--- config.mk ---
export PLATFORM = sky130hd
export DESIGN_NAME = serial_frame_tx
export DESIGN_NICKNAME = d
export VERILOG_FILES = /design/src/rtl/serial_frame_tx.sv
export SDC_FILE = /design/constraint.sdc
export NUM_CORES = 1
export LEC_CHECK = 0
export ABC_AREA = 1
export BUFFER_PORTS_ARGS = -buffer_cell sky130_fd_sc_hd__buf_4
export CORE_ASPECT_RATIO = 1.4
export CORE_MARGIN = 2
export CORE_UTILIZATION = 40
export CTS_CLUSTER_DIAMETER = 150
export CTS_CLUSTER_SIZE = 40
export DETAILED_ROUTE_END_ITERATION = 8
export REMOVE_ABC_BUFFERS = 1
export SLEW_MARGIN = 20
export SYNTH_ARGS = -nofsm -noshare
export SYNTH_HDL_FRONTEND = slang
export SYNTH_SLANG_ARGS = --single-unit
--- constraint.sdc ---
create_clock -name clk -period 1.9 [get_ports clk]
set_input_delay 0.38 -clock clk [delete_from_list [all_inputs] [get_ports clk]]
set_output_delay 0.38 -clock clk [all_outputs]
set_load 0.01 [all_outputs]
--- src/rtl/serial_frame_tx.sv ---
// Master-side serializer: sync run, start low, header byte, then a payload
// streamed from a valid/ready source at 2 clocks per bit, LSB first.
module serial_frame_tx #(
  parameter int          SYNC_LEN = 6,
  parameter logic [7:0]  HEADER   = 8'h0A,
  parameter int          LEN_W    = 5
) (
  input  logic             clk,
  input  logic             reset,
  input  logic             start_frame,
  input  logic [LEN_W-1:0] frame_len,
  input  logic [7:0]       byte_data,
  input  logic             byte_valid,
  output logic             byte_ready,
  output logic             tx,
  output logic             busy,
  output logic             frame_done,
  output logic             underrun
);

  typedef enum logic [2:0] {IDLE, SYNC, START, HDR, PAY, DONE} state_e;

  localparam logic [3:0] SyncLast = 4'(SYNC_LEN - 1);

  state_e           state_q;
  logic [3:0]       cnt_q;
  logic [LEN_W-1:0] remain_q;
  logic [7:0]       shift_q;
  logic             tx_q;
  logic             busy_q;
  logic             done_q;

  logic             byteSlot;
  logic             moreBytes;
  logic [3:0]       cntNext_d;

  // The last cycle of a byte (bit 7, phase 1) is the only hand-off point.
  always_comb begin
    byteSlot   = ((state_q == HDR) || (state_q == PAY)) && (cnt_q == 4'hF);
    moreBytes  = (remain_q != '0);
    byte_ready = !reset && byteSlot && moreBytes;
    underrun   = byte_ready && !byte_valid;
    cntNext_d  = cnt_q + 4'd1;
  end

  always_ff @(posedge clk) begin
    if (reset) begin
      state_q  <= IDLE;
      cnt_q    <= '0;
      remain_q <= '0;
      shift_q  <= '0;
      tx_q     <= 1'b1;
      busy_q   <= 1'b0;
      done_q   <= 1'b0;
    end else begin
      done_q <= 1'b0;
      case (state_q)
        IDLE: begin
          tx_q <= 1'b1;
          if (start_frame) begin
            state_q  <= SYNC;
            remain_q <= frame_len;
            cnt_q    <= '0;
            busy_q   <= 1'b1;
          end
        end
        SYNC: begin
          if (cnt_q == SyncLast) begin
            state_q <= START;
            cnt_q   <= '0;
            tx_q    <= 1'b0;
          end else begin
            cnt_q <= cntNext_d;
          end
        end
        START: begin
          state_q <= HDR;
          shift_q <= HEADER;
          cnt_q   <= '0;
          tx_q    <= HEADER[0];
        end
        HDR, PAY: begin
          // tx is registered, so it is driven from the bit the next cycle owns.
          if (!byteSlot) begin
            cnt_q <= cntNext_d;
            tx_q  <= shift_q[cntNext_d[3:1]];
          end else if (moreBytes) begin
            cnt_q <= '0;
            if (byte_valid) begin
              state_q  <= PAY;
              shift_q  <= byte_data;
              remain_q <= remain_q - LEN_W'(1);
              tx_q     <= byte_data[0];
            end else begin
              state_q <= IDLE;
              busy_q  <= 1'b0;
              tx_q    <= 1'b1;
            end
          end else begin
            state_q <= DONE;
            cnt_q   <= '0;
            done_q  <= 1'b1;
            tx_q    <= 1'b1;
          end
        end
        DONE: begin
          state_q <= IDLE;
          busy_q  <= 1'b0;
          tx_q    <= 1'b1;
        end
        default: begin
          state_q <= IDLE;
          busy_q  <= 1'b0;
          tx_q    <= 1'b1;
        end
      endcase
    end
  end

  assign tx         = tx_q;
  assign busy       = busy_q;
  assign frame_done = done_q;

endmodule

-- Word level (Yosys, flattened, before mapping)
Index checks and enable logic that the tools add are counted.
- flip-flop bits (word level): 23
- bits in latches: 0
- RAM bits: 0
- memory bits (read-only): 0
- bits of input ports: 17
- output and inout bits: 5
- logic and storage cells: 77
- memories: 0
- add/subtract/negate cells: 2
- multiply operators: 0
- div/mod/pow operators: 0
- order comparisons: 1
- equality and inequality tests: 12
- shift operators: 0
- multiplexer cells: 32
- bitwise logic cells: 3
- reduce and logical (&&, ||, !) cells: 20
- operators with widths (operator ; count):
    two-way mux 8 bit ; 3
    two-way mux 5 bit ; 4
    one-hot mux 4 bit (4 select lines) ; 1
    one-hot mux 8 bit (2 select lines) ; 1
    two-way mux 3 bit ; 5
    two-way mux 4 bit ; 3
    != test 2 bit (second input constant) ; 6
    one-hot mux 3 bit (4 select lines) ; 1
    two-way mux 1 bit ; 10
    one-hot mux 5 bit (2 select lines) ; 1
    AND reduction 5 bit ; 2
    == test 3 x 2 -> 1 bit (second input constant) ; 2
    one-hot mux 1 bit (3 select lines) ; 2
    nonzero test 5 bit ; 1
    subtractor 5 x 1 -> 5 bit (second input constant) ; 1
    adder 4 x 1 -> 4 bit (second input constant) ; 1
    == test 4 x 3 -> 1 bit (second input constant) ; 1
    == test 4 bit (second input constant) ; 1
    logical AND 1 bit ; 4
    < comparator 3 x 4 -> 1 bit (second input constant) ; 1
    AND reduction 4 bit ; 1
    nonzero test 2 bit ; 2
    nonzero test 4 bit ; 1
    OR reduction 2 bit ; 2
    other kinds (10) ; 13

-- Depth between registers and ports, before layout
- word-level depth: 6
- gate-level depth with buffers: 11
- mapped depth without buffers: 10

-- Least setup slack after synthesis
Ideal clock, no wire load.
- path kind: register to output
- from: reg state_q[0]
- to: out underrun
- data arrival time: 1313 ps
- required time: 1520 ps
- slack: 207 ps
- cell stages (with the launch flop): 9
- path buffers: 1
- cells stage by stage: dfxtp_1 > inv_2 > nand2_2 > nand2_1 > nand2_1 > buf_4 > nor2_1 > nand2_1 > nor3_1
- cells in the longest elaborated chain, start to end: 6
- elaborated cells on any way between the ends: 7
- those cells by class: eq/ne: 2; reduce/logical: 5
- RTL lines (element ; RTL line ; RTL):
    from (decl) ; 25 ; state_e state_q;
    from (signal assigned) ; 48 ; state_q <= IDLE;
    from (signal assigned) ; 61 ; state_q <= SYNC;
    from (signal assigned) ; 69 ; state_q <= START;
    == test 3 x 2 -> 1 bit or == test 3 bit (tied branches) ; 39 ; byteSlot = ((state_q == HDR) || (state_q == PAY)) && (cnt_q == 4'hF);
    logical OR 1 bit (*) ; 39 ;
    logical AND 1 bit (*) ; 39 ;
    logical AND 1 bit (*) (2 in a row) ; 41 ; byte_ready = !reset && byteSlot && moreBytes;
    logical AND 1 bit (*) ; 42 ; underrun = byte_ready && !byte_valid;
    to (decl) ; 18 ; output logic underrun
Every way passes the cells marked *; elsewhere a longest branch is shown, timed or not.

-- Final worst setup path
- from: reg cnt_q[0]
- to: out underrun
- cells in the longest elaborated chain, start to end: 5
- RTL lines (element ; RTL line ; RTL):
    from (decl) ; 26 ; logic [3:0] cnt_q;
    from (signal assigned) ; 73 ; cnt_q <= cntNext_d;
    from (signal assigned) ; 85 ; cnt_q <= cntNext_d;
    == test 4 bit ; 39 ;
    logical AND 1 bit ; 39 ;
    logical AND 1 bit (2 in a row) ; 41 ;
    logical AND 1 bit ; 42 ;
No other way between the ends.

==> summary.txt <==
Die ar. = 3980 um^2
DRC viols = 0
Global-route wire length before repair = 5160 um
Sw Share = 45.6%
Number of global-route vias before repair = 1199
DRT Wirelength = 3220 um
Min Clock Period, post-route = 1.81 ns
Status = finished, final reports clean
Main synth FF type = dfxtp_1
Largest family of logic cells by synthesized area = simple AND/OR/NAND/NOR gates
Adder-cell area share of the yosys netlist = 2.70%
Clk buf depth = 2
CTS tree = done
Final Hold Vio Count = 0
Fin. max-slew vios = 0
Synth async-reset ratio = 0%
CP cell instances = ha_4 -> nand3_1 -> nor2_2 -> nand2_2 -> nor3_2 -> buf_4
Fin nets = 266
Fmax = 0.554 GHz
WS Path Type = register to primary output
Worst Setup Start Kind = register
Pint = 1.25 mW
Post-Synth XOR/XNOR Area = 3.77%
Die Span Y = 73.8 um
Power per standard cell area = 1370 nW/um^2
Initial Utilization = 41.6%
Std-Cell Rows = 25
Vias per inst = 4.80
Flop pwr share = 34.2%
CTS Sinks = 23
Final HPWL DP = 2390 um
Avg Inst Size Synth = 6.27 um^2
Synthesis-stage register bit count = 23
Slew HR = 66.2%
Arrival time at the worst endpoint = 1.43 ns
CP Capture Type = primary output
Net Sw Power = 1.05 mW
Synthesized instance count = 222
Simple-gate area share of the yosys netlist = 38.5%
Die Wd = 53.9 um
Final ANT Viol Nets = 0
Dpl ws = 0.219 ns
Layout cell share with drive strength beyond 1 = 21.2%
Final Cycle Share = 95.0%
Global placement routability congestion = 0.835
Clk_lat worst skew = 0.26 ns
Initial antenna violation count = 0
Pin count of the biggest net entering global routing = 17
Worst hold path type = input pin to register
DP Area = 1580 um^2
Area Overhead vs Synth = 20.6%
Clock root buffer master = clkbuf_8
CTS Buf Count = 3
Final setup violation count = 0
Core Util, Final = 50.2%
Setup Total Neg Slack = 0 ns
Yosys top cell by area = dfxtp_1
Max-Cap Viols = 0
Mux cell area share after synthesis = 0%
Post-synth EDFFs = 0
Cell Area, Synth = 1390 um^2
Clock Power Share = 13.7%
Synth area leaders = dfxtp_1 (33%), nand2_1 (18%), nor2_1 (8.9%)
CP max FO = 4
Clock transition at path regs = 0.09 ns
Max incr delay on CP = 0.39 ns
Ys Warns = 0
Via count = 1369
Compound-Gate Fraction of Synth Area = 11.3%
Post-synthesis sequential area ratio = 33.1%
Core Box Area = 3350 um^2
List of most frequent post-synthesis cells = nand2_1 (67), nor2_1 (33), inv_1 (24)
Peak supply drop = 701 uV
# H-tree levels = 1
Number of library cell types mapped by synthesis = 25
GR Overflow Total = 0
DR iter-0 viols = 18
Post-Route Skew = 0.00338 ns
Top cell type's share of synthesized area = 33.1%
Port Buffers = 21
Slew @ Worst Pin = 0.501 ns
CP Data Required Time = 1.52 ns
Drt first pass iters = 4
Boundary pin count = 22
Static Leak = 0.785 nW
Comb pwr share = 52.2%
Gr usage total = 17.3%
Final instance area = 1680 um^2
Wire per inst = 11.3 um
Number of hold buffers added after cts = 0
Cell with the most instances after synthesis = nand2_1
CP max-delay cell = dfxtp_2
Worst Setup Slack, final = 0.0942 ns
Inserted Diodes = 0
layer usage:
metal,vias up,global-route usage [%],part of all wire [%]
li1,739,-,-
met1,610,20.8,45
met2,16,31.3,51
met3,4,2.64,2.2
met4,0,3.99,1.2
met5,-,0,0
power groups by stage:
stage          logic, mW  clock network, mW  registers [mW]
2_1_floorplan      0.886                  0           0.760
3_3_place_gp        1.17                  0           0.771
3_5_place_dp        1.17                  0           0.776
4_1_cts             1.18              0.315           0.778
5_1_grt             1.41              0.337           0.804
6_report            1.20              0.314           0.784
state kept, by name, indices dropped and copies added, names as in the netlist:
signal      flops
busy            1
frame_done      1
cnt_q           4
shift_q         8
tx              1
state_q         3
remain_q        5
cells by family after synthesis:
group           count (synthesis)
simple gates                  127
flops                          23
compound gates                 30
xor+xnor                        6
fa+ha+maj                       3
buf+inv                        33
final cells by class:
class	instances	area, um^2
Multi-Input combinational cell	166	821
Clock inverter	1	5.00
Tap cell	40	50.0
Clock buffer	3	41.3
Timing Repair Buffer	26	195
Inverter	26	97.6
Fill cell	351	1670
Sequential cell	23	469
final timing paths:
| kind | start | end | slack [ns] | cells after the start |
|---|---|---|---|---|
| max reg2reg | remain_q[0]$_SDFFE_PP0P_ | shift_q[6]$_SDFFE_PP0P_ | 0.26 | 10 |
| min reg2reg | busy$_SDFFE_PP0P_ | busy$_SDFFE_PP0P_ | 0.47 | 2 |
| min | reset | state_q[0]$_SDFFE_PP0P_ | 0.34 | 2 |
| max | cnt_q[0]$_SDFFE_PP0P_ | underrun | 0.09 | 6 |
through the flow:
step	hold WS, ns	instances	power [mW]
after floorplan	0.449	215	1.65
after global placement	0.454	280	1.95
after detailed placement	0.460	280	1.95
after CTS	0.337	284	2.28
after global routing	0.357	285	2.55
final	0.335	285	2.29
placed cells by master, fill, tap and decap left out, drive strengths merged:
cell type,Yosys,layout
nand2,71,71
clkinv,0,1
clkbuf,5,3
inv,26,26
nand3,16,16
nand3b,2,2
xor2,4,4
xnor2,2,2
nand4,1,1
o21ai,17,17
buf,2,26
a21oi,10,10
a21boi,1,1
nor2,36,36
ha,3,3
a22oi,1,1
dfxtp,23,23
nor3,1,1
a211oi,1,1
worst max-delay path, delay by kind of cell, from the launching register on:
kind	cells	cell delay, ns
AND/OR/NAND/NOR	4	0.47
adder cells (fa/ha/maj)	1	0.17
buffers and inverters	1	0.14
flip-flops	1	0.39
repair_timing:
item	CTS	global route
resized for setup	7	9
pin swaps	0	2
setup buffers	0	1
hold endpoints to repair	0	0
setup endpoints to repair	2	2
Power figures use the tool's default switching activity.
